## src/rtl/ranger_pkg.sv

```systemverilog
// rtl/ranger_pkg.sv - shared types and constants for the ultrasonic ranger
//
// Purpose: FSM state encoding, the far/saturated distance value, the default
// cycle counts for a 50 MHz clock, and a max helper used to size counters.
// Ports: none (package).

package ranger_pkg;

   typedef enum logic [2:0] {
      IDLE      = 3'd0,
      TRIG      = 3'd1,
      WAIT_RISE = 3'd2,
      MEASURE   = 3'd3,
      HOLDOFF   = 3'd4
   } ranger_state_e;

   localparam logic [7:0] DIST_MAX = 8'd255;

   // 50 MHz defaults
   localparam int unsigned DEF_TRIG_CYCLES         = 500;        // 10 us
   localparam int unsigned DEF_CYCLES_PER_UNIT     = 2900;       // 58 us per cm
   localparam int unsigned DEF_ECHO_TIMEOUT_CYCLES = 1_500_000;
   localparam int unsigned DEF_MAX_ECHO_CYCLES     = 1_900_000;
   localparam int unsigned DEF_HOLDOFF_CYCLES      = 3_000_000;  // 60 ms

   function automatic int unsigned max_u(input int unsigned a, input int unsigned b);
      return (a > b) ? a : b;
   endfunction

endpackage

```

## src/rtl/sync_2ff.sv

```systemverilog
// rtl/sync_2ff.sv - two-flop synchronizer for a single asynchronous input
//
// Purpose: brings an asynchronous level into the clk domain; q_o lags d_i by
// two clock edges. Resets to 0.
// Ports:
//   clk    in   destination clock
//   rst_n  in   asynchronous active-low reset
//   d_i    in   asynchronous input level
//   q_o    out  synchronized level

module sync_2ff (
   input  logic clk,
   input  logic rst_n,
   input  logic d_i,
   output logic q_o
);

   logic meta_q;
   logic sync_q;

   always_ff @(posedge clk or negedge rst_n) begin
      if (!rst_n) begin
         meta_q <= 1'b0;
         sync_q <= 1'b0;
      end else begin
         meta_q <= d_i;
         sync_q <= meta_q;
      end
   end

   assign q_o = sync_q;

endmodule

```

## src/rtl/ultrasonic_ranger.sv

```systemverilog
// rtl/ultrasonic_ranger.sv - HC-SR04-style trigger/echo ranging controller
//
// Purpose: pulses trig, times the echo-high width and converts it to a
// distance in sensor units (floor(high cycles / CYCLES_PER_UNIT), saturating
// at 255). Runs continuously while enable is high with a holdoff gap between
// measurements.
// Ports:
//   clk       in   system clock
//   reset_n   in   asynchronous active-low reset
//   enable    in   run continuous measurements while high
//   echo      in   raw sensor echo, asynchronous to clk
//   trig      out  registered sensor trigger pulse
//   distance  out  last measured distance, held; 255 on timeout and after reset
//   valid     out  one-cycle strobe when distance/timeout update
//   timeout   out  last measurement timed out, held
//   busy      out  FSM is not IDLE

module ultrasonic_ranger
   import ranger_pkg::*;
#(
   parameter int unsigned TRIG_CYCLES         = DEF_TRIG_CYCLES,
   parameter int unsigned CYCLES_PER_UNIT     = DEF_CYCLES_PER_UNIT,
   parameter int unsigned ECHO_TIMEOUT_CYCLES = DEF_ECHO_TIMEOUT_CYCLES,
   parameter int unsigned MAX_ECHO_CYCLES     = DEF_MAX_ECHO_CYCLES,
   parameter int unsigned HOLDOFF_CYCLES      = DEF_HOLDOFF_CYCLES
) (
   input  logic       clk,
   input  logic       reset_n,
   input  logic       enable,
   input  logic       echo,
   output logic       trig,
   output logic [7:0] distance,
   output logic       valid,
   output logic       timeout,
   output logic       busy
);

   localparam int unsigned CNT_MAX = max_u(max_u(max_u(TRIG_CYCLES, CYCLES_PER_UNIT),
                                                 max_u(ECHO_TIMEOUT_CYCLES, MAX_ECHO_CYCLES)),
                                           HOLDOFF_CYCLES);
   localparam int CNT_W = $clog2(CNT_MAX) + 1;

   localparam logic [CNT_W-1:0] TRIG_LAST  = CNT_W'(TRIG_CYCLES - 1);
   localparam logic [CNT_W-1:0] PRESC_LAST = CNT_W'(CYCLES_PER_UNIT - 1);
   localparam logic [CNT_W-1:0] WAIT_LAST  = CNT_W'(ECHO_TIMEOUT_CYCLES - 1);
   localparam logic [CNT_W-1:0] HIGH_LIMIT = CNT_W'(MAX_ECHO_CYCLES);
   localparam logic [CNT_W-1:0] HOLD_LAST  = CNT_W'(HOLDOFF_CYCLES - 1);

   ranger_state_e    state_q;
   logic [CNT_W-1:0] cnt_q;       // trigger width, rise wait and holdoff
   logic [CNT_W-1:0] high_q;      // echo-high cycles in the current measurement
   logic [CNT_W-1:0] presc_q;
   logic [7:0]       unit_q;
   logic             echo_prev_q;
   logic             trig_q;
   logic [7:0]       dist_q;
   logic             valid_q;
   logic             timeout_q;
   logic             busy_q;

   logic             echo_s;
   logic             echo_rise;
   logic [CNT_W-1:0] presc_base;
   logic [7:0]       unit_base;
   logic [CNT_W-1:0] presc_d;
   logic [7:0]       unit_d;
   logic [CNT_W-1:0] high_d;

   sync_2ff u_echo_sync (
      .clk   (clk),
      .rst_n (reset_n),
      .d_i   (echo),
      .q_o   (echo_s)
   );

   // Only a fresh rise starts a measurement; a level still high from an
   // earlier, timed-out echo must not.
   assign echo_rise = echo_s & ~echo_prev_q;

   // The cycle that detects the rise is itself the first high cycle, so the
   // count steps from zero there and from the running values in MEASURE.
   always_comb begin
      presc_base = '0;
      unit_base  = '0;
      high_d     = CNT_W'(1);
      if (state_q == MEASURE) begin
         presc_base = presc_q;
         unit_base  = unit_q;
         high_d     = high_q + 1'b1;
      end
      presc_d = presc_base + 1'b1;
      unit_d  = unit_base;
      if (presc_base == PRESC_LAST) begin
         presc_d = '0;
         unit_d  = (unit_base == DIST_MAX) ? unit_base : unit_base + 8'd1;
      end
   end

   always_ff @(posedge clk or negedge reset_n) begin
      if (!reset_n) begin
         state_q     <= IDLE;
         cnt_q       <= '0;
         high_q      <= '0;
         presc_q     <= '0;
         unit_q      <= '0;
         echo_prev_q <= 1'b0;
         trig_q      <= 1'b0;
         dist_q      <= DIST_MAX;
         valid_q     <= 1'b0;
         timeout_q   <= 1'b0;
         busy_q      <= 1'b0;
      end else begin
         valid_q     <= 1'b0;
         echo_prev_q <= echo_s;
         case (state_q)
            IDLE: begin
               if (enable) begin
                  state_q <= TRIG;
                  trig_q  <= 1'b1;
                  busy_q  <= 1'b1;
                  cnt_q   <= '0;
               end
            end
            TRIG: begin
               if (cnt_q == TRIG_LAST) begin
                  state_q <= WAIT_RISE;
                  trig_q  <= 1'b0;
                  cnt_q   <= '0;
               end else begin
                  cnt_q <= cnt_q + 1'b1;
               end
            end
            WAIT_RISE: begin
               if (echo_rise) begin
                  state_q <= MEASURE;
                  presc_q <= presc_d;
                  unit_q  <= unit_d;
                  high_q  <= high_d;
               end else if (cnt_q == WAIT_LAST) begin
                  state_q   <= HOLDOFF;
                  cnt_q     <= '0;
                  dist_q    <= DIST_MAX;
                  timeout_q <= 1'b1;
                  valid_q   <= 1'b1;
               end else begin
                  cnt_q <= cnt_q + 1'b1;
               end
            end
            MEASURE: begin
               if (!echo_s) begin
                  state_q   <= HOLDOFF;
                  cnt_q     <= '0;
                  dist_q    <= unit_q;
                  timeout_q <= 1'b0;
                  valid_q   <= 1'b1;
               end else if (high_d >= HIGH_LIMIT) begin
                  state_q   <= HOLDOFF;
                  cnt_q     <= '0;
                  dist_q    <= DIST_MAX;
                  timeout_q <= 1'b1;
                  valid_q   <= 1'b1;
               end else begin
                  presc_q <= presc_d;
                  unit_q  <= unit_d;
                  high_q  <= high_d;
               end
            end
            HOLDOFF: begin
               if (cnt_q == HOLD_LAST) begin
                  cnt_q <= '0;
                  if (enable) begin
                     state_q <= TRIG;
                     trig_q  <= 1'b1;
                  end else begin
                     state_q <= IDLE;
                     busy_q  <= 1'b0;
                  end
               end else begin
                  cnt_q <= cnt_q + 1'b1;
               end
            end
            default: begin
               state_q <= IDLE;
               trig_q  <= 1'b0;
               busy_q  <= 1'b0;
            end
         endcase
      end
   end

   assign trig     = trig_q;
   assign distance = dist_q;
   assign valid    = valid_q;
   assign timeout  = timeout_q;
   assign busy     = busy_q;

endmodule

```

## config.mk

```make
export PLATFORM = sky130hd
export DESIGN_NAME = ultrasonic_ranger
export DESIGN_NICKNAME = d
export VERILOG_FILES = /design/src/rtl/ranger_pkg.sv /design/src/rtl/sync_2ff.sv /design/src/rtl/ultrasonic_ranger.sv
export SDC_FILE = /design/constraint.sdc
export NUM_CORES = 1
export LEC_CHECK = 0
export CAP_MARGIN = 30
export CORE_ASPECT_RATIO = 1.4
export CORE_UTILIZATION = 60
export CTS_CLUSTER_DIAMETER = 100
export DETAILED_ROUTE_END_ITERATION = 10
export HOLD_SLACK_MARGIN = 0.08
export PLACE_DENSITY_LB_ADDON = 0.25
export REMOVE_ABC_BUFFERS = 1
export SLEW_MARGIN = 0
export SYNTH_ARGS = -nofsm -noshare
export SYNTH_HDL_FRONTEND = slang
export SYNTH_SLANG_ARGS = --single-unit
```

## constraint.sdc

```tcl
create_clock -name clk -period 4.7 [get_ports clk]
set_clock_uncertainty 0.05 [all_clocks]
set_input_delay 1.41 -clock clk [delete_from_list [all_inputs] [get_ports clk]]
set_output_delay 1.41 -clock clk [all_outputs]
set_load 0.02 [all_outputs]
```

Word-level counts from Yosys, hierarchy flattened --
Index checks and enable logic that the tools add are counted.
Word-level totals: word-level logic and storage cells 111, bits in registers 95
Operators by class: multiplexer cells 58, add/subtract/negate cells 4, eq/ne operators 20, bitwise operators 4, reduce and logical (&&, ||, !) cells 11, order comparisons 1
Operators with widths (count):
- $mux W23 | 16
- $pmux W23 S5 | 1
- $pmux W23 S2 | 2
- $mux W8 | 10
- $add A23 B1 Y23 const B | 3
- $pmux W8 S2 | 2
- $eq A23 B12 Y1 const B | 1
- $eq A23 B21 Y1 const B | 1
- $eq A23 B22 Y1 const B | 1
- $eq A23 B9 Y1 const B | 1
- $ge A23 B21 Y1 const B | 1
- $mux W3 | 7
- $ne A2 B2 Y1 const B | 8
- $reduce_and A4 Y1 | 4
- $mux W1 | 15
- $pmux W3 S5 | 1
- $add A8 B1 Y8 const B | 1
- $eq A8 B8 Y1 const B | 1
- $eq A3 B2 Y1 const B | 2
- $ne A3 B3 Y1 const B | 2
- $reduce_and A5 Y1 | 1
- $reduce_bool A5 Y1 | 1
- $pmux W1 S2 | 2
- $pmux W1 S4 | 1
- 11 further kinds | 13

Logic depth before layout (Yosys ltp) --
Gate-level depths: netlist of run 1.
word-level depth 8, depth in mapped cells 16, gate-level depth less buffers 11

Hierarchy --
A second synthesis of run 1 with hierarchy kept.
Second synthesis, totals: cell total of the unflattened synthesis 637, area total of the unflattened synthesis 5541.6 µm²
By module, submodules not included:
- ultrasonic_ranger | area an instance 5491.5 µm², cells an instance 635, sequential area each 2337.2 µm², instances 1
- sync_2ff | area an instance 50.0 µm², cells an instance 2, sequential area each 50.0 µm², instances 1

Worst setup path after synthesis of run 1 --
Ideal clock, no wire load.
path kind flip-flop to flip-flop, start point reg state_q[0], end point reg unit_q[7], required time 4.567 ns, path slack 1.204 ns, stages on the path, launching flop included 16, path buffers 5, library setup time 0.083 ns, period minus slack after synthesis 3.496 ns, arrival 3.363 ns, cell sequence dfrtp_1 > clkbuf_1 > and3b_1 > clkbuf_1 > clkbuf_1 > clkbuf_1 > and2_1 > ha_1 > nand2b_1 > nor2_1 > and4b_1 > clkbuf_1 > a311oi_1 > nor2_1 > or4b_2 > o21ai_0
Between the ends: word-level cells in the longest chain between the ends 8, elaborated cells on any way between the ends 20, those cells by class add/sub (1); order compare (1); eq/ne (7); mux (9); reduce/logical (2)
RTL lines:
- from (decl) | line ultrasonic_ranger.sv:49 | ranger_state_e state_q;
- from (signal assigned) | line ultrasonic_ranger.sv:101 | state_q <= IDLE;
- from (signal assigned) | line ultrasonic_ranger.sv:118 | state_q <= TRIG;
- from (signal assigned) | line ultrasonic_ranger.sv:126 | state_q <= WAIT_RISE;
- $eq A3 B2 Y1 | line ultrasonic_ranger.sv:86, ultrasonic_ranger.sv:115
- $mux W8 | line ultrasonic_ranger.sv:86 | if (state_q == MEASURE) begin
- $add A8 B1 Y8 or $eq A8 B8 Y1 (tied branches) | line ultrasonic_ranger.sv:95 | unit_d = (unit_base == DIST_MAX) ? unit_base : unit_base + 8'd1;
- $mux W8 | line ultrasonic_ranger.sv:95
- $mux W8 | line ultrasonic_ranger.sv:93 | if (presc_base == PRESC_LAST) begin
- $mux W8 | line ultrasonic_ranger.sv:156 | end else if (high_d >= HIGH_LIMIT) begin
- $mux W8 | line ultrasonic_ranger.sv:150 | if (!echo_s) begin
- $pmux W8 S2 | line ultrasonic_ranger.sv:115 | case (state_q)
- to (signal assigned) | line ultrasonic_ranger.sv:137 | unit_q <= unit_d;
- to (signal assigned) | line ultrasonic_ranger.sv:164 | unit_q <= unit_d;
- to (decl) | line ultrasonic_ranger.sv:53 | logic [7:0] unit_q;
Parallel ways exist; a longest one is shown, timed or not. The select of a mux whose other input is x is not followed. A chain may end at the register's enable or synchronous reset.

Worst setup path after layout of run 1 --
start point reg high_q[0], end point reg unit_q[3]
Between the ends: word-level cells in the longest chain between the ends 5
RTL lines:
- from (decl) | line ultrasonic_ranger.sv:51 | logic [CNT_W-1:0] high_q;
- from (signal assigned) | line ultrasonic_ranger.sv:138 | high_q <= high_d;
- from (signal assigned) | line ultrasonic_ranger.sv:165 | high_q <= high_d;
- $add A23 B1 Y23 | line ultrasonic_ranger.sv:89 | high_d = high_q + 1'b1;
- $mux W23 | line ultrasonic_ranger.sv:86
- $ge A23 B21 Y1 | line ultrasonic_ranger.sv:156
- $ne A2 B2 Y1 (no source line)
- $reduce_and A4 Y1 (no source line)
Every way passes these cells.

==> results of run 1 <==
## metal layers
metal / share of wire [%] / wire, µm
met1: 42 / 5960
met2: 49 / 7040
met3: 5.8 / 823
met4: 3.1 / 436
met5: 0 / 0
## final timing paths
kind,from,slack [ns],endpoint,cells past startpoint
max,high_q[0],0.63,unit_q[3],10
min,u_echo_sync.meta_q,0.30,u_echo_sync.q_o,0
max reg2reg,high_q[0],0.63,unit_q[3],10
min reg2reg,u_echo_sync.meta_q,0.30,u_echo_sync.q_o,0
max in group asynchronous,reset_n,2.83,high_q[22],2
min in group asynchronous,reset_n,0.92,presc_q[16],1
## worst max-delay path, stage by stage (launching register included)
cell and delay [ns]:
dfrtp_1 0.45, ha_1 0.44, nand4_4 0.18, or4_4 0.58, or3_1 0.38, a221o_1 0.45, a31o_2 0.33, nor2_4 0.55
buf_4 0.29, o21ai_0 0.13, o41ai_1 0.10
## through the flow
step,util [%],cells
floorplan,-,611
global placement,64.2,741
detailed placement,64.2,741
CTS,68.1,757
global route,68.1,757
finish,68.1,757
## flip-flops by register name, summed over array words and instances, names as in the netlist, 3 cells and up
register	cells
distance	8
cnt_q	23
state_q	3
high_q	23
unit_q	8
presc_q	23
## final cells by class
cell class	count	area, µm²	share of cell area [%]
clock buffers	11	253	4.09
clock inverters	5	104	1.68
inverters	8	30.0	0.486
multi-input cells	508	3070	49.6
flip-flops and latches	95	2390	38.6
well taps	107	134	2.17
repair buffers	23	208	3.36
## power breakdown
| part | leakage [nW] | internal (mW) | switching (mW) |
|---|---|---|---|
| combinational | 0.935 | 0.00566 | 0.0207 |
| clock | 0.176 | 0.549 | 0.317 |
| sequential | 1.27 | 0.819 | 0.00122 |
## cells in the mapped netlist, types with 5 or more instances
cell type / number / share of area (%)
nand2_1: 60 / 4.0
dfstp_2: 8 / 3.7
nor2_1: 43 / 2.8
nor3_1: 12 / 1.1
o31ai_1: 33 / 4.4
o41ai_1: 9 / 1.4
clkbuf_1: 19 / 1.3
o21ai_0: 93 / 8.2
nand4_1: 21 / 2.3
nor2b_1: 10 / 1.1
buf_2: 13 / 1.1
a31oi_1: 18 / 2.0
nand3_1: 33 / 2.9
nand2b_1: 16 / 1.8
and2_1: 13 / 1.4
dfrtp_1: 87 / 38
o22a_1: 8 / 1.2
a21oi_1: 26 / 2.3
or3_1: 6 / 0.66
buf_1: 5 / 0.33
inv_1: 8 / 0.53
and3_1: 19 / 2.1
or4_1: 5 / 0.66
nor4_1: 8 / 0.88
## logic make-up after synthesis
logic type / share of synthesized area (%)
buf+inv: 3.84
mux: 0.728
simple gates: 27.0
xor+xnor: 0.463
flops: 42.1
compound gates: 25.0
fa+ha+maj: 0.882
==> flow_summary.yaml, run 1 <==
outcome:
  run_status: "finished, final reports clean"
clock_network:
  cts_root_buf: "clkbuf_16"
  cts_repair_resize_count: 0
  cts_tree: "done"
  ctsHoldBuffers: 0
  clkTransAtPathRegs_ns: 0.07
  clock-sinks: 95
  clockBufferDepth: 2
  clock_latency_ns: 0.35
  postCtsSetupBuffers: 0
  htreeDepth: 3
  cts-buffers-inserted: 9
sta:
  min_period_ns: 4.07
  tightest_slew_ns: 0.921
  hold_violations: 0
  fmax_ghz: 0.246
  fin_tns_setup_ns: 0
  rsz0062_at_grt: "false"
  layout_worst_path_cycle_share_pct: 86.6
  maxSlewViolCount: 0
  setup_viol: 0
  max_slew_margin_pct: 38.6
  worst_hold_slack_ns: 0.300
  setup_ws_ns: 0.630
route:
  dr.pass1.iters: 7
  via_per_inst: 7.02
  drt-total-wl_um: 14300
  vias: 5317
  routedWlPerCell_um: 18.8
  drc: 0
  ant_nets: 0
  drt-initial-drc-count: 533
setup_path:
  worstSetupPathType: "reg2reg"
  cp.required_ns: 4.87
  end_kind: "register"
  start_kind: "register"
  worst-path-max-fanout: 34
  worstPathArrival_ns: 4.24
global_route:
  met2_usage_pct: 52.1
  top_usage_layer: "met2"
  grt_pass1_vias: 4958
  met3_usage_pct: 4.21
  antenna_found_initial: 0
  grt_pass1_wl_um: 24000
  grt_max_degree: 42
  grt_usage_pct: 30.5
  grt-ovfl-total: 0
  use_met1_pct: 38.7
final_layout:
  n_antenna_cell: 0
  final_common_cell: "o21ai_0"
  final_layout_size_suffix_gt1_share_pct: 8.00
  final_cell_mix: "o21ai_0 (93), dfrtp_1 (87), nand2_1 (60), nor2_1 (43)"
  final_cell_area_mm2: 0.00618
  nFillCells: 713
  layout.nets: 653
  layout-area-overhead-vs-synth_pct: 9.00
placement:
  pre_cts_ws_ns: 0.774
  gp_congestion: 0.946
  portBuffers: 15
  hpwlAfterDp_um: 9570
  dpl-instance-area_mm2: 0.00583
floorplan:
  io_pins: 16
  core_area_mm2: 0.00908
  design.die.area_mm2: 0.00985
  num_rows: 41
  die_w_um: 84.2
  start_util_pct: 62.5
  fp.dieH_um: 117
synth:
  synth_area_mm2: 0.00567
  synth-edff-count: 0
  synth_cells: 652
  avgSynthCellArea_um2: 8.70
  ys_types: 70
  yosysWarnings: 0
  synthArstFlopShare_pct: 100
  ys_ff_latch: 95
  ys_seq_area_share_pct: 42.1
  synth-main-ff-cell: "dfrtp_1"
flow_run:
  cap_viol_max_count: 0
power:
  total_power_mw: 1.71
  power_leakage_nw: 2.38
  powerDensity_mw_per_mm2: 277
  ir_drop_uv: 253
min_path:
  worstHoldPathType: "reg2reg"
Power figures use the tool's default switching activity.
==> inputs of run 2 (changes only) <==
Settings changed: GPL_ROUTABILITY_DRIVEN set to 0, REMOVE_ABC_BUFFERS 1 to unset.
==> flow_summary.yaml, run 2 (synthesized netlist as in run 1, its figures left out) <==
outcome:
  run_status: "finished, final reports clean"
clock_network:
  clkTransAtPathRegs_ns: 0.07
  htreeDepth: 3
  postCtsSetupBuffers: 0
  cts-buffers-inserted: 9
  cts_repair_resize_count: 0
  clockBufferDepth: 2
  clock-sinks: 95
  cts_tree: "done"
  clock_latency_ns: 0.35
  ctsHoldBuffers: 0
  cts_root_buf: "clkbuf_16"
placement:
  portBuffers: 15
  dpl-instance-area_mm2: 0.00582
  placed_cells: 740
  hpwlAfterDp_um: 9290
  pre_cts_ws_ns: 0.725
sta:
  setup_ws_ns: 0.655
  layout_worst_path_cycle_share_pct: 86.1
  rsz0062_at_grt: "false"
  max_slew_margin_pct: 43.4
  min_period_ns: 4.04
  fmax_ghz: 0.247
  tightest_slew_ns: 0.849
  maxSlewViolCount: 0
  worst_hold_slack_ns: 0.300
  fin_tns_setup_ns: 0
  setup_viol: 0
  hold_violations: 0
route:
  dr_wl_met2_um: 6800
  drt-initial-drc-count: 430
  ant_nets: 0
  vias: 5239
  highest_layer: "met4"
  drc: 0
  routedWlPerCell_um: 18.3
  routed-wl-met3_um: 740
  via_per_inst: 6.92
  drt-total-wl_um: 13800
  wl_met1_um: 5810
  dr.pass1.iters: 6
synth:
  synth_nets: 660
setup_path:
  path_buf_inv: 1
  crit_chain: "ha_1 > nand4_4 > or4_4 > or3_1 > a221o_1 > a31o_2 > nor2_4 > buf_4 > o21ai_0 > o41ai_1"
  worst-path-max-fanout: 36
  slowest_delay_ns: 0.59
  startpoint: "high_q[0]"
  end_kind: "register"
  cp_slowest_cell: "or4_4"
  start_kind: "register"
  cp.required_ns: 4.87
  crit_family: "simple AND/OR/NAND/NOR gates"
  rr_worst_depth: 10
  worstPathArrival_ns: 4.22
  cp.depth: 10
  worstSetupPathType: "reg2reg"
  worstReg2RegStart: "high_q[0]"
floorplan:
  fp.dieH_um: 117
  num_rows: 41
  io_pins: 16
  design.die.area_mm2: 0.00985
  start_util_pct: 62.5
  die_w_um: 84.2
  core_area_mm2: 0.00908
min_path:
  hold_depth: 0
  worstHoldPathType: "reg2reg"
  hold_start: "u_echo_sync.meta_q"
final_layout:
  layout.nets: 653
  final_cell_area_mm2: 0.00616
  fin_util_pct: 67.8
  layout-area-overhead-vs-synth_pct: 8.51
  n_antenna_cell: 0
  final_common_cell: "o21ai_0"
  nFillCells: 711
  largestRegisters: "cnt_q: 23 flops, high_q: 23 flops, presc_q: 23 flops"
  fin_cells: 757
  final_cell_mix: "o21ai_0 (93), dfrtp_1 (87), nand2_1 (60), nor2_1 (43)"
  final_layout_size_suffix_gt1_share_pct: 7.85
global_route:
  grt_max_degree: 78
  grt-ovfl-total: 0
  grt_pass1_wl_um: 23100
  grt_pass1_vias: 4927
  grt_usage_pct: 29.2
  antenna_found_initial: 0
power:
  ir_drop_uv: 222
  power_leakage_nw: 2.37
  total_power_mw: 1.61
  powerDensity_mw_per_mm2: 261
flow_run:
  cap_viol_max_count: 0
## run 2: changes by cell type in the layout (fill, tap and decap cells not counted), sizes merged
cell | previous run | this run
bufinv | 3 | 1
inv | 8 | 9
clkbuf | 11 | 12
## run 2: area by class of cell
class / count / area [µm²] / share of cell area [%]
Multi-Input combinational cell: 508 / 3070 / 49.8
Sequential cell: 95 / 2390 / 38.8
Clock buffer: 12 / 256 / 4.17
Timing Repair Buffer: 23 / 228 / 3.70
Tap cell: 107 / 134 / 2.17
Clock inverter: 4 / 52.6 / 0.854
Inverter: 8 / 30.0 / 0.488
## run 2: path summary, 6_finish.rpt
kind / slack (ns) / to
max: 0.66 / high_q[12]
min: 0.30 / u_echo_sync.q_o
max reg2reg: 0.66 / high_q[12]
min reg2reg: 0.30 / u_echo_sync.q_o
max in group asynchronous: 3.05 / distance[7]
min in group asynchronous: 0.92 / high_q[16]
## run 2: routing by layer
layer | vias up | GRT usage, %
met5 | - | 0
met4 | 0 | 17.4
met3 | 45 | 3.51
met2 | 213 | 49.1
met1 | 2529 | 36.6
li1 | 2452 | -
## run 2: power breakdown
group          internal [mW]  total [mW]  switching (mW)
sequential             0.819       0.821         0.00153
combinational        0.00749      0.0277          0.0202
clock                  0.444       0.757           0.313
==> inputs of run 3 (changes only) <==
Settings changed: SETUP_SLACK_MARGIN set to 0.1.
==> results of run 3 <==
No change in the layout: final DEF, timing and power equal those of run 2.
